File: src/rtl/classifier_channel_scheduler_pkg.sv
// classifier_pkg: class codes and scheduler state encoding shared by the scheduler slice
package classifier_pkg;
  localparam logic [1:0] CLASS_C = 2'd0;
  localparam logic [1:0] CLASS_B = 2'd1;
  localparam logic [1:0] CLASS_A = 2'd2;
  typedef enum logic [1:0] {S_IDLE, S_ISSUE, S_WAIT, S_DONE} sched_state_t;
endpackage

File: src/rtl/classifier_channel_scheduler_if.sv
// classifier_channel_scheduler_if: request/response link between the scheduler and the shared classifier core
// master = scheduler (drives core_req_valid, core_ch, core_det); slave = core (drives ready and the response)
interface classifier_channel_scheduler_if #(parameter int CH_W = 3);
  logic            core_req_valid;
  logic            core_req_ready;
  logic [CH_W-1:0] core_ch;
  logic            core_det;
  logic            core_rsp_valid;
  logic [1:0]      core_rsp_class;
  modport master (output core_req_valid, core_ch, core_det, input core_req_ready, core_rsp_valid, core_rsp_class);
  modport slave  (input core_req_valid, core_ch, core_det, output core_req_ready, core_rsp_valid, core_rsp_class);
endinterface

File: src/rtl/classifier_channel_scheduler_sched_timeout_cnt.sv
// sched_timeout_cnt: response-wait counter, o_expired high on the TIMEOUT_CYC-th enabled cycle after a clear
// Ports: clk, reset_n (async, active-low), i_clr (zero the count), i_en (count this cycle), o_expired
module sched_timeout_cnt #(
  parameter int TIMEOUT_CYC = 64
) (
  input  logic clk,
  input  logic reset_n,
  input  logic i_clr,
  input  logic i_en,
  output logic o_expired
);
  localparam int W = $clog2(TIMEOUT_CYC + 1);
  logic [W-1:0] r_cnt;
  always_ff @(posedge clk or negedge reset_n)
    if (!reset_n) r_cnt <= '0;
    else if (i_clr) r_cnt <= '0;
    else if (i_en && !o_expired) r_cnt <= r_cnt + 1'b1;
  assign o_expired = r_cnt == W'(TIMEOUT_CYC - 1);
endmodule

File: src/rtl/classifier_channel_scheduler.sv
// classifier_channel_scheduler: time-multiplexes one shared classifier core across NUM_CH channels per frame
// Ports: clk, reset_n (async, active-low); sample_tick + det_in start a frame; core = master side of the
// core link; class_out/class_update publish a whole frame atomically; busy, frame_overrun (dropped tick),
// err_timeout (sticky response timeout). Build option CLASSIFIER_CH_MASK_EN adds ch_enable: disabled
// channels are skipped and publish class 0.
module classifier_channel_scheduler
  import classifier_pkg::*;
#(
  parameter int NUM_CH      = 8,
  parameter int CH_W        = $clog2(NUM_CH),
  parameter int TIMEOUT_CYC = 64
) (
  input  logic                  clk,
  input  logic                  reset_n,
  input  logic                  sample_tick,
  input  logic [NUM_CH-1:0]     det_in,
`ifdef CLASSIFIER_CH_MASK_EN
  input  logic [NUM_CH-1:0]     ch_enable,
`endif
  classifier_channel_scheduler_if.master core,
  output logic [2*NUM_CH-1:0]   class_out,
  output logic                  class_update,
  output logic                  busy,
  output logic                  frame_overrun,
  output logic                  err_timeout
);
  sched_state_t        r_state, w_state_nxt;
  logic [CH_W-1:0]     r_ch;
  logic [NUM_CH-1:0]   r_det_lat, w_en, w_tick_en;
  logic [2*NUM_CH-1:0] r_shadow, w_shadow_nxt, w_keep;
  logic [CH_W:0]       w_first, w_next;
  logic                w_tick_ok, w_adv, w_expired;
`ifdef CLASSIFIER_CH_MASK_EN
  logic [NUM_CH-1:0]   r_en;
  always_ff @(posedge clk or negedge reset_n)
    if (!reset_n) r_en <= '0;
    else if (w_tick_ok) r_en <= ch_enable;
  assign w_en      = r_en;
  assign w_tick_en = ch_enable;
`else
  assign w_en      = '1;
  assign w_tick_en = '1;
`endif
  // {found, index} of the lowest set bit of m at or above from
  function automatic logic [CH_W:0] find_en(input logic [NUM_CH-1:0] m, input int from);
    find_en = '0;
    for (int i = NUM_CH - 1; i >= 0; i--)
      if (i >= from && m[i]) find_en = {1'b1, CH_W'(i)};
  endfunction
  assign w_tick_ok = sample_tick && r_state == S_IDLE;
  assign w_adv     = r_state == S_WAIT && (core.core_rsp_valid || w_expired);
  assign w_first   = find_en(w_tick_en, 0);
  assign w_next    = find_en(w_en, int'(r_ch) + 1);
  sched_timeout_cnt #(.TIMEOUT_CYC(TIMEOUT_CYC)) u_timeout (
    .clk      (clk),
    .reset_n  (reset_n),
    .i_clr    (r_state != S_WAIT),
    .i_en     (r_state == S_WAIT),
    .o_expired(w_expired)
  );
  always_ff @(posedge clk or negedge reset_n)
    if (!reset_n) r_state <= S_IDLE;
    else r_state <= w_state_nxt;
  always_comb begin
    w_state_nxt = r_state;
    case (r_state)
      S_IDLE:  w_state_nxt = !w_tick_ok ? S_IDLE : w_first[CH_W] ? S_ISSUE : S_DONE;
      S_ISSUE: w_state_nxt = core.core_req_ready ? S_WAIT : S_ISSUE;
      S_WAIT:  w_state_nxt = !w_adv ? S_WAIT : w_next[CH_W] ? S_ISSUE : S_DONE;
      default: w_state_nxt = S_IDLE;
    endcase
  end
  always_comb begin
    core.core_req_valid = r_state == S_ISSUE;
    core.core_ch        = r_ch;
    core.core_det       = r_det_lat[r_ch];
    class_update        = r_state == S_DONE;
    busy                = r_state != S_IDLE;
    frame_overrun       = sample_tick && r_state != S_IDLE;
  end
  // shadow as it will be after this edge; disabled channels are zeroed when their frame is accepted
  always_comb begin
    for (int i = 0; i < NUM_CH; i++) w_keep[2*i +: 2] = {2{w_tick_en[i]}};
    w_shadow_nxt = r_shadow;
    if (w_tick_ok) w_shadow_nxt = r_shadow & w_keep;
    if (r_state == S_WAIT && core.core_rsp_valid) w_shadow_nxt[2*r_ch +: 2] = core.core_rsp_class;
  end
  // class_out loads on DONE entry (including the last response) so it is valid while class_update pulses
  always_ff @(posedge clk or negedge reset_n)
    if (!reset_n) begin
      r_ch        <= '0;
      r_det_lat   <= '0;
      r_shadow    <= '0;
      class_out   <= '0;
      err_timeout <= 1'b0;
    end else begin
      r_shadow <= w_shadow_nxt;
      if (w_tick_ok) begin
        r_det_lat <= det_in;
        r_ch      <= w_first[CH_W-1:0];
      end else if (w_adv && w_next[CH_W]) r_ch <= w_next[CH_W-1:0];
      if (w_state_nxt == S_DONE && r_state != S_DONE) class_out <= w_shadow_nxt;
      if (w_adv && !core.core_rsp_valid) err_timeout <= 1'b1;
    end
endmodule

File: src/flat_wrapper.sv
// flat-port wrapper written by rule: the top's interface ports become plain ports
module classifier_channel_scheduler_flat import classifier_pkg::*;
#(
  parameter int NUM_CH      = 8,
  parameter int CH_W        = $clog2(NUM_CH),
  parameter int TIMEOUT_CYC = 64
)
  (clk, reset_n, sample_tick, det_in, class_out, class_update, busy, frame_overrun, err_timeout, core_core_req_valid, core_core_ch, core_core_det, core_core_req_ready, core_core_rsp_valid, core_core_rsp_class);
  classifier_channel_scheduler_if #(.CH_W(CH_W)) core_i ();
  input  logic clk;
  input  logic reset_n;
  input  logic sample_tick;
  input  logic [NUM_CH-1:0] det_in;
  output logic [2*NUM_CH-1:0] class_out;
  output logic class_update;
  output logic busy;
  output logic frame_overrun;
  output logic err_timeout;
  output wire logic [$bits(core_i.core_req_valid)-1:0] core_core_req_valid;
  output wire logic [$bits(core_i.core_ch)-1:0] core_core_ch;
  output wire logic [$bits(core_i.core_det)-1:0] core_core_det;
  input wire logic [$bits(core_i.core_req_ready)-1:0] core_core_req_ready;
  input wire logic [$bits(core_i.core_rsp_valid)-1:0] core_core_rsp_valid;
  input wire logic [$bits(core_i.core_rsp_class)-1:0] core_core_rsp_class;
  assign core_core_req_valid = core_i.core_req_valid;
  assign core_core_ch = core_i.core_ch;
  assign core_core_det = core_i.core_det;
  assign core_i.core_req_ready = core_core_req_ready;
  assign core_i.core_rsp_valid = core_core_rsp_valid;
  assign core_i.core_rsp_class = core_core_rsp_class;
  classifier_channel_scheduler #(.NUM_CH(NUM_CH), .CH_W(CH_W), .TIMEOUT_CYC(TIMEOUT_CYC)) u_core (.clk(clk), .reset_n(reset_n), .sample_tick(sample_tick), .det_in(det_in), .core(core_i), .class_out(class_out), .class_update(class_update), .busy(busy), .frame_overrun(frame_overrun), .err_timeout(err_timeout));
endmodule
File: config.mk
export PLATFORM = sky130hd
export DESIGN_NAME = classifier_channel_scheduler_flat
export DESIGN_NICKNAME = d
export VERILOG_FILES = /design/src/rtl/classifier_channel_scheduler_pkg.sv /design/src/rtl/classifier_channel_scheduler_if.sv /design/src/rtl/classifier_channel_scheduler_sched_timeout_cnt.sv /design/src/rtl/classifier_channel_scheduler.sv /design/src/flat_wrapper.sv
export SDC_FILE = /design/constraint.sdc
export NUM_CORES = 1
export LEC_CHECK = 0
export BUFFER_PORTS_ARGS = -buffer_cell sky130_fd_sc_hd__buf_2
export CAP_MARGIN = 0
export CORE_MARGIN = 1
export CORE_UTILIZATION = 50
export CTS_CLUSTER_DIAMETER = 30
export DETAILED_ROUTE_END_ITERATION = 10
export GPL_TIMING_DRIVEN = 0
export PLACE_DENSITY = 0.8
export SLEW_MARGIN = 20
export SYNTH_ARGS = -nofsm -noshare
export SYNTH_HDL_FRONTEND = slang
export SYNTH_SLANG_ARGS = --single-unit
File: constraint.sdc
create_clock -name clk -period 2.62 [get_ports clk]
set_clock_uncertainty 0.05 [all_clocks]
set_input_delay 0.786 -clock clk [delete_from_list [all_inputs] [get_ports clk]]
set_output_delay 0.786 -clock clk [all_outputs]
set_load 0.02 [all_outputs]
# After elaboration in Yosys (flattened, before gate mapping)
# Cells that the tools add are included.
# word_totals
register_bits,53
out_inout_bits,25
wordCells,64
# op_classes
add_sub_neg,3
order_cmp,9
n_eq_ne,7
shift,2
n_mux,21
reduce_logical,15
# ops
operator,n
$ge 4x32->1 const A,4
$ge 3x32->1 const A,2
$neg 4->34,1
$shift 2x34->16 const A,1
$shiftx 2x34->16,1
$ge 1x32->1 const A,1
$ge 2x32->1 const A,1
$mux 4,8
$bwmux 16,1
$mux 16,1
$mux 7,2
$logic_and 1x1->1,8
$add 7x1->7 const B,1
$eq 7x6->1 const B,1
$eq 2x2->1 const B,3
$mux 2,3
$mux 3,2
$pmux 2 s3,1
$reduce_bool 2->1,3
$add 3x1->4 const B,1
$lt 3x4->1 const B,1
$ne 2x2->1 const B,2
$bmux 1 s3,1
$eq 2x1->1 const B,1
4 further kinds,6

# Longest topological paths before layout
# logic_depth
word_depth,15
depth_mapped,8
depth_no_buf,7

# Cells and area by module
# Synthesis repeated with hierarchy kept, for this count alone.
# hier_totals
hier_cells,247
hier_area_um2,2726.4
# by_module_without_submodules
module,instances,cells_per_inst,area_per_inst_um2,seq_area_each_um2
classifier_channel_scheduler,1,209,2317.2,1151.1
sched_timeout_cnt,1,38,409.1,175.2

# Worst setup path after synthesis
# No wires, ideal clock.
# synth_path
path_kind,flip-flop to flip-flop
start,register u_core.r_ch[0] (netlist: u_core.core.core_ch[0])
end,register u_core.class_out[8]
setup_time_ns,0.125
arrival_time_ns,2.310
t_required_ns,2.445
path_slack_ns,0.135
stages_incl_launch_ff,9
period_less_slack_ns,2.485
path_cell_list,dfrtp_1 -> buf_6 -> inv_1 -> ha_1 -> ha_1 -> nand4b_1 -> nor4_2 -> mux2_2 -> mux2_2
# synth_rtl
element,line,rtl
from (decl),classifier_channel_scheduler.sv:28,logic [CH_W-1:0] r_ch;
from (signal assigned),classifier_channel_scheduler.sv:100,r_ch <= w_first[CH_W-1:0];
from (signal assigned),classifier_channel_scheduler.sv:101,end else if (w_adv && w_next[CH_W]) r_ch <= w_next[CH_W-1:0];
$neg 4->34 *,classifier_channel_scheduler.sv:86,if (r_state == S_WAIT && core.core_rsp_valid) w_shadow_nxt[2*r_ch +: 2] = core.core_rsp_class;
$shiftx 2x34->16 / $shift 2x34->16 (equally long branches),classifier_channel_scheduler.sv:86,
$bwmux 16 *,classifier_channel_scheduler.sv:86,
$mux 16 *,classifier_channel_scheduler.sv:86,
net u_core.w_shadow_nxt[8],classifier_channel_scheduler.sv:30,"logic [2*NUM_CH-1:0] r_shadow, w_shadow_nxt, w_keep;"
to (signal assigned),classifier_channel_scheduler.sv:102,if (w_state_nxt == S_DONE && r_state != S_DONE) class_out <= w_shadow_nxt;
to (decl),classifier_channel_scheduler.sv:21,"output logic [2*NUM_CH-1:0] class_out,"
# Mark *: on every way through the listed nets, which the timed path passes. The rest lies on a longest branch.
# A chain may end at the register's enable or synchronous reset.

# Worst setup path in the final report
# layout_path
start,register u_core.r_ch[0] (netlist: u_core.core.core_ch[0])
end,output port core_core_det
# layout_via
elab_chain_len,2
# layout_rtl
element,line,rtl
$bmux 1 s3,classifier_channel_scheduler.sv:76,core.core_det = r_det_lat[r_ch];
$mux 1 (not written as such),classifier_channel_scheduler.sv:76,
to (decl),flat_wrapper.sv:21,output wire logic [$bits(core_i.core_det)-1:0] core_core_det;
# Every way passes these cells. The select of a mux whose other input is x is not followed.

==> reports/qor.txt <==
chip width: 72.6 um
synth unique cells: 40
initial antenna violation count: 0
number of DRC markers in iteration 0: 76
WL/cell: 14.6 um
crit-path cells: buf_8 > buf_8 > mux4_2 > nand2_1 > nand2_1 > buf_6
clk sinks: 53
FF-to-FF Start: u_core.core.core_ch[0]
count of input and output buffers: 39
Storage cell area: 0.00133 sq mm
area grow syn2layout: 21.6%
EDFF count, synth: 0
Fin. Hold Viols: 0
maximum root-to-sink buffer count: 2
worst-case vdd ir drop: 0.353 mV
synthesized net count: 211
# rows: 25
die height: 72.6 um
Seq/Total Area, Yosys: 53.2%
share of layout cells above drive strength 1: 45.7%
Worst Hold Depth: 1
detailed-route via count: 1654
hold_ws: 407 ps
filler instances: 381
P per Cell Area: 789 mW/mm^2
Final ANT Viol Nets: 0
Placer Congestion: 0.851
vias in the first global route: 1524
Worst Path Arrival: 1710 ps
endpoint class of the critical path: primary output
maxcap violations: 0
Synth Instances: 189
max incr delay on CP: 480 ps
Hold Path Class: flip-flop to flip-flop
Buf/Inv on CP: 3
measured slew at the worst slew-check pin: 656 ps
nets@finish: 266
final max-slew violation count: 0
R2R Setup Slk: 110 ps
Static Leak: 1.51 nW
synthesized area per cell: 13.2 sq um
Req. time, crit path: 1780 ps
Fmax achieved: 0.393 GHz
commonest non-fill, non-tap cells in the layout: dfrtp_1 (51), buf_2 (40), mux2_2 (28), mux2_4 (12), nand2_1 (12)
Multi-input gate area: 0.00113 sq mm
outcome: complete, no violations
Slowest cell on crit path: mux4_2
DPL Wire Length: 3.02 mm
core area: 0.00475 sq mm
Final Cycle Share: 97.1%
Initial Util: 52.4%
worst relative slew slack: 56.3%
gr usage total: 18.7%
first-pass GRT wire length: 7.32 mm
via-per-instance ratio: 5.30
CTS tree: yes
number of CTS-inserted buffers: 5
clk slew on worst S/H paths: 90 ps
hold wc startpoint: u_core.err_timeout
Clk Latency, worst-skew pair: 300 ps
Final Non-Filler Cells: 312
crit-path max FO: 6
dpl cells: 295
DRC viols: 0
largest net degree at the start of global routing: 54
number of inserted diodes: 0
commonest non-fill, non-tap cell in the layout: dfrtp_1
cell area after synthesis: 0.00249 sq mm
H-tree depth: 2
final setup fails: 0
Root Driver: clkbuf_8
Top Family by Delay on Critical Path: multiplexers
drt first pass iters: 4
min cycle time layout: 2540 ps
WHS Endpoint: u_core.err_timeout
count of warnings emitted by yosys: 0
Total Wirelength: 4.56 mm
flops & latches, synth: 53
GRT overflow: 0
Tot Pwr: 2.39 mW
worst reg2reg path endpoint: u_core.class_out[8]
Die Area: 0.00527 sq mm
crit path kind: flip-flop to primary output
I/O pin cnt: 40
CP Launch Type: flip-flop
RSZ-0062 raised after global routing: yes
Worst Reg-to-Reg Cells: 8
async set-reset flop share out of synthesis: 100%
leading register cell type out of synthesis: dfrtp_1
registers in the layout, summed over array words and instances, names as in the netlist:
name	cells
u_core.class_out	16
u_core.core.core_ch	3
u_core.err_timeout	1
u_core.u_timeout.r_cnt	7
u_core.r_det_lat	8
u_core.r_state	2
u_core.r_shadow	16
cell type report:
cell class / count / area share (%)
plain buffers: 6 / 1.73
clock buffers: 5 / 2.27
clock inverters: 3 / 2.15
inverters: 7 / 0.867
multi-input cells: 123 / 37.2
flip-flops and latches: 53 / 43.8
well taps: 67 / 2.77
repair buffers: 48 / 9.20
logic make-up after synthesis:
kind of cell	after synthesis	synth area share, %
buf+inv	13	3.01
compound gates	19	5.22
simple gates	49	11.4
flops	53	53.2
xor+xnor	3	1.05
fa+ha+maj	7	3.51
mux	45	22.6
where the power goes:
part | leakage [nW] | internal (mW) | switching [mW] | total [mW]
Clock | 0.0681 | 0.379 | 0.256 | 0.635
Sequential | 0.711 | 0.946 | 0.0777 | 1.02
Combinational | 0.728 | 0.377 | 0.354 | 0.732
Total | 1.51 | 1.70 | 0.688 | 2.39
what timing repair did:
item / CTS / global route
gates resized for setup: 1 / 12
pin swaps: 0 / 4
setup endpoints to repair: 6 / 10
buffers inserted: 0 / 9
hold buffers: 0 / 0
worst max path at each step:
stage	depth (start not counted)	end	start
final	6	core_core_det	u_core.core.core_ch[0]
after detailed placement	8	u_core.class_out[4]	u_core.core.core_ch[0]
after floorplan	8	u_core.class_out[8]	u_core.core.core_ch[0]
after CTS	7	u_core.class_out[4]	u_core.core.core_ch[1]
after global placement	8	u_core.class_out[8]	u_core.core.core_ch[0]
after global routing	6	core_core_det	u_core.core.core_ch[0]
per-layer routing:
layer | global-route usage, % | share of wire [%]
met5 | 0 | 0
met4 | 6.97 | 1.3
met3 | 4.28 | 4.0
met2 | 29.9 | 48
met1 | 25.0 | 47
stage by stage:
step	setup TNS, ps	area [sq um]	setup WS (ps)	util (%)
5_1_grt	-20.5	3030	-11.0	63.8
3_3_place_gp	0	2770	64.1	58.3
3_5_place_dp	0	2770	26.3	58.3
4_1_cts	0	2910	15.3	61.2
6_report	0	3030	75.5	63.8
2_1_floorplan	0	2490	135	-
Yosys cell counts, types with 2 or more instances:
cell type / instances / area [sq um]
a31oi_1: 2 / 12.5
a21oi_1: 3 / 15.0
mux4_2: 2 / 45.0
dfrtp_1: 53 / 1330
nor3_1: 3 / 15.0
xnor2_1: 2 / 17.5
o211ai_1: 2 / 15.0
mux2_4: 10 / 150
mux2_2: 30 / 338
buf_6: 3 / 33.8
buf_2: 3 / 15.0
nand2_1: 12 / 45.0
inv_1: 7 / 26.3
nor2_1: 9 / 33.8
and2_1: 2 / 12.5
nand3_1: 4 / 20.0
o21ai_0: 5 / 25.0
ha_1: 7 / 87.6
nor3b_1: 2 / 15.0
nand2b_1: 4 / 25.0
mux2i_1: 3 / 30.0
nor2b_1: 3 / 18.8
Power figures use the tool's default switching activity.
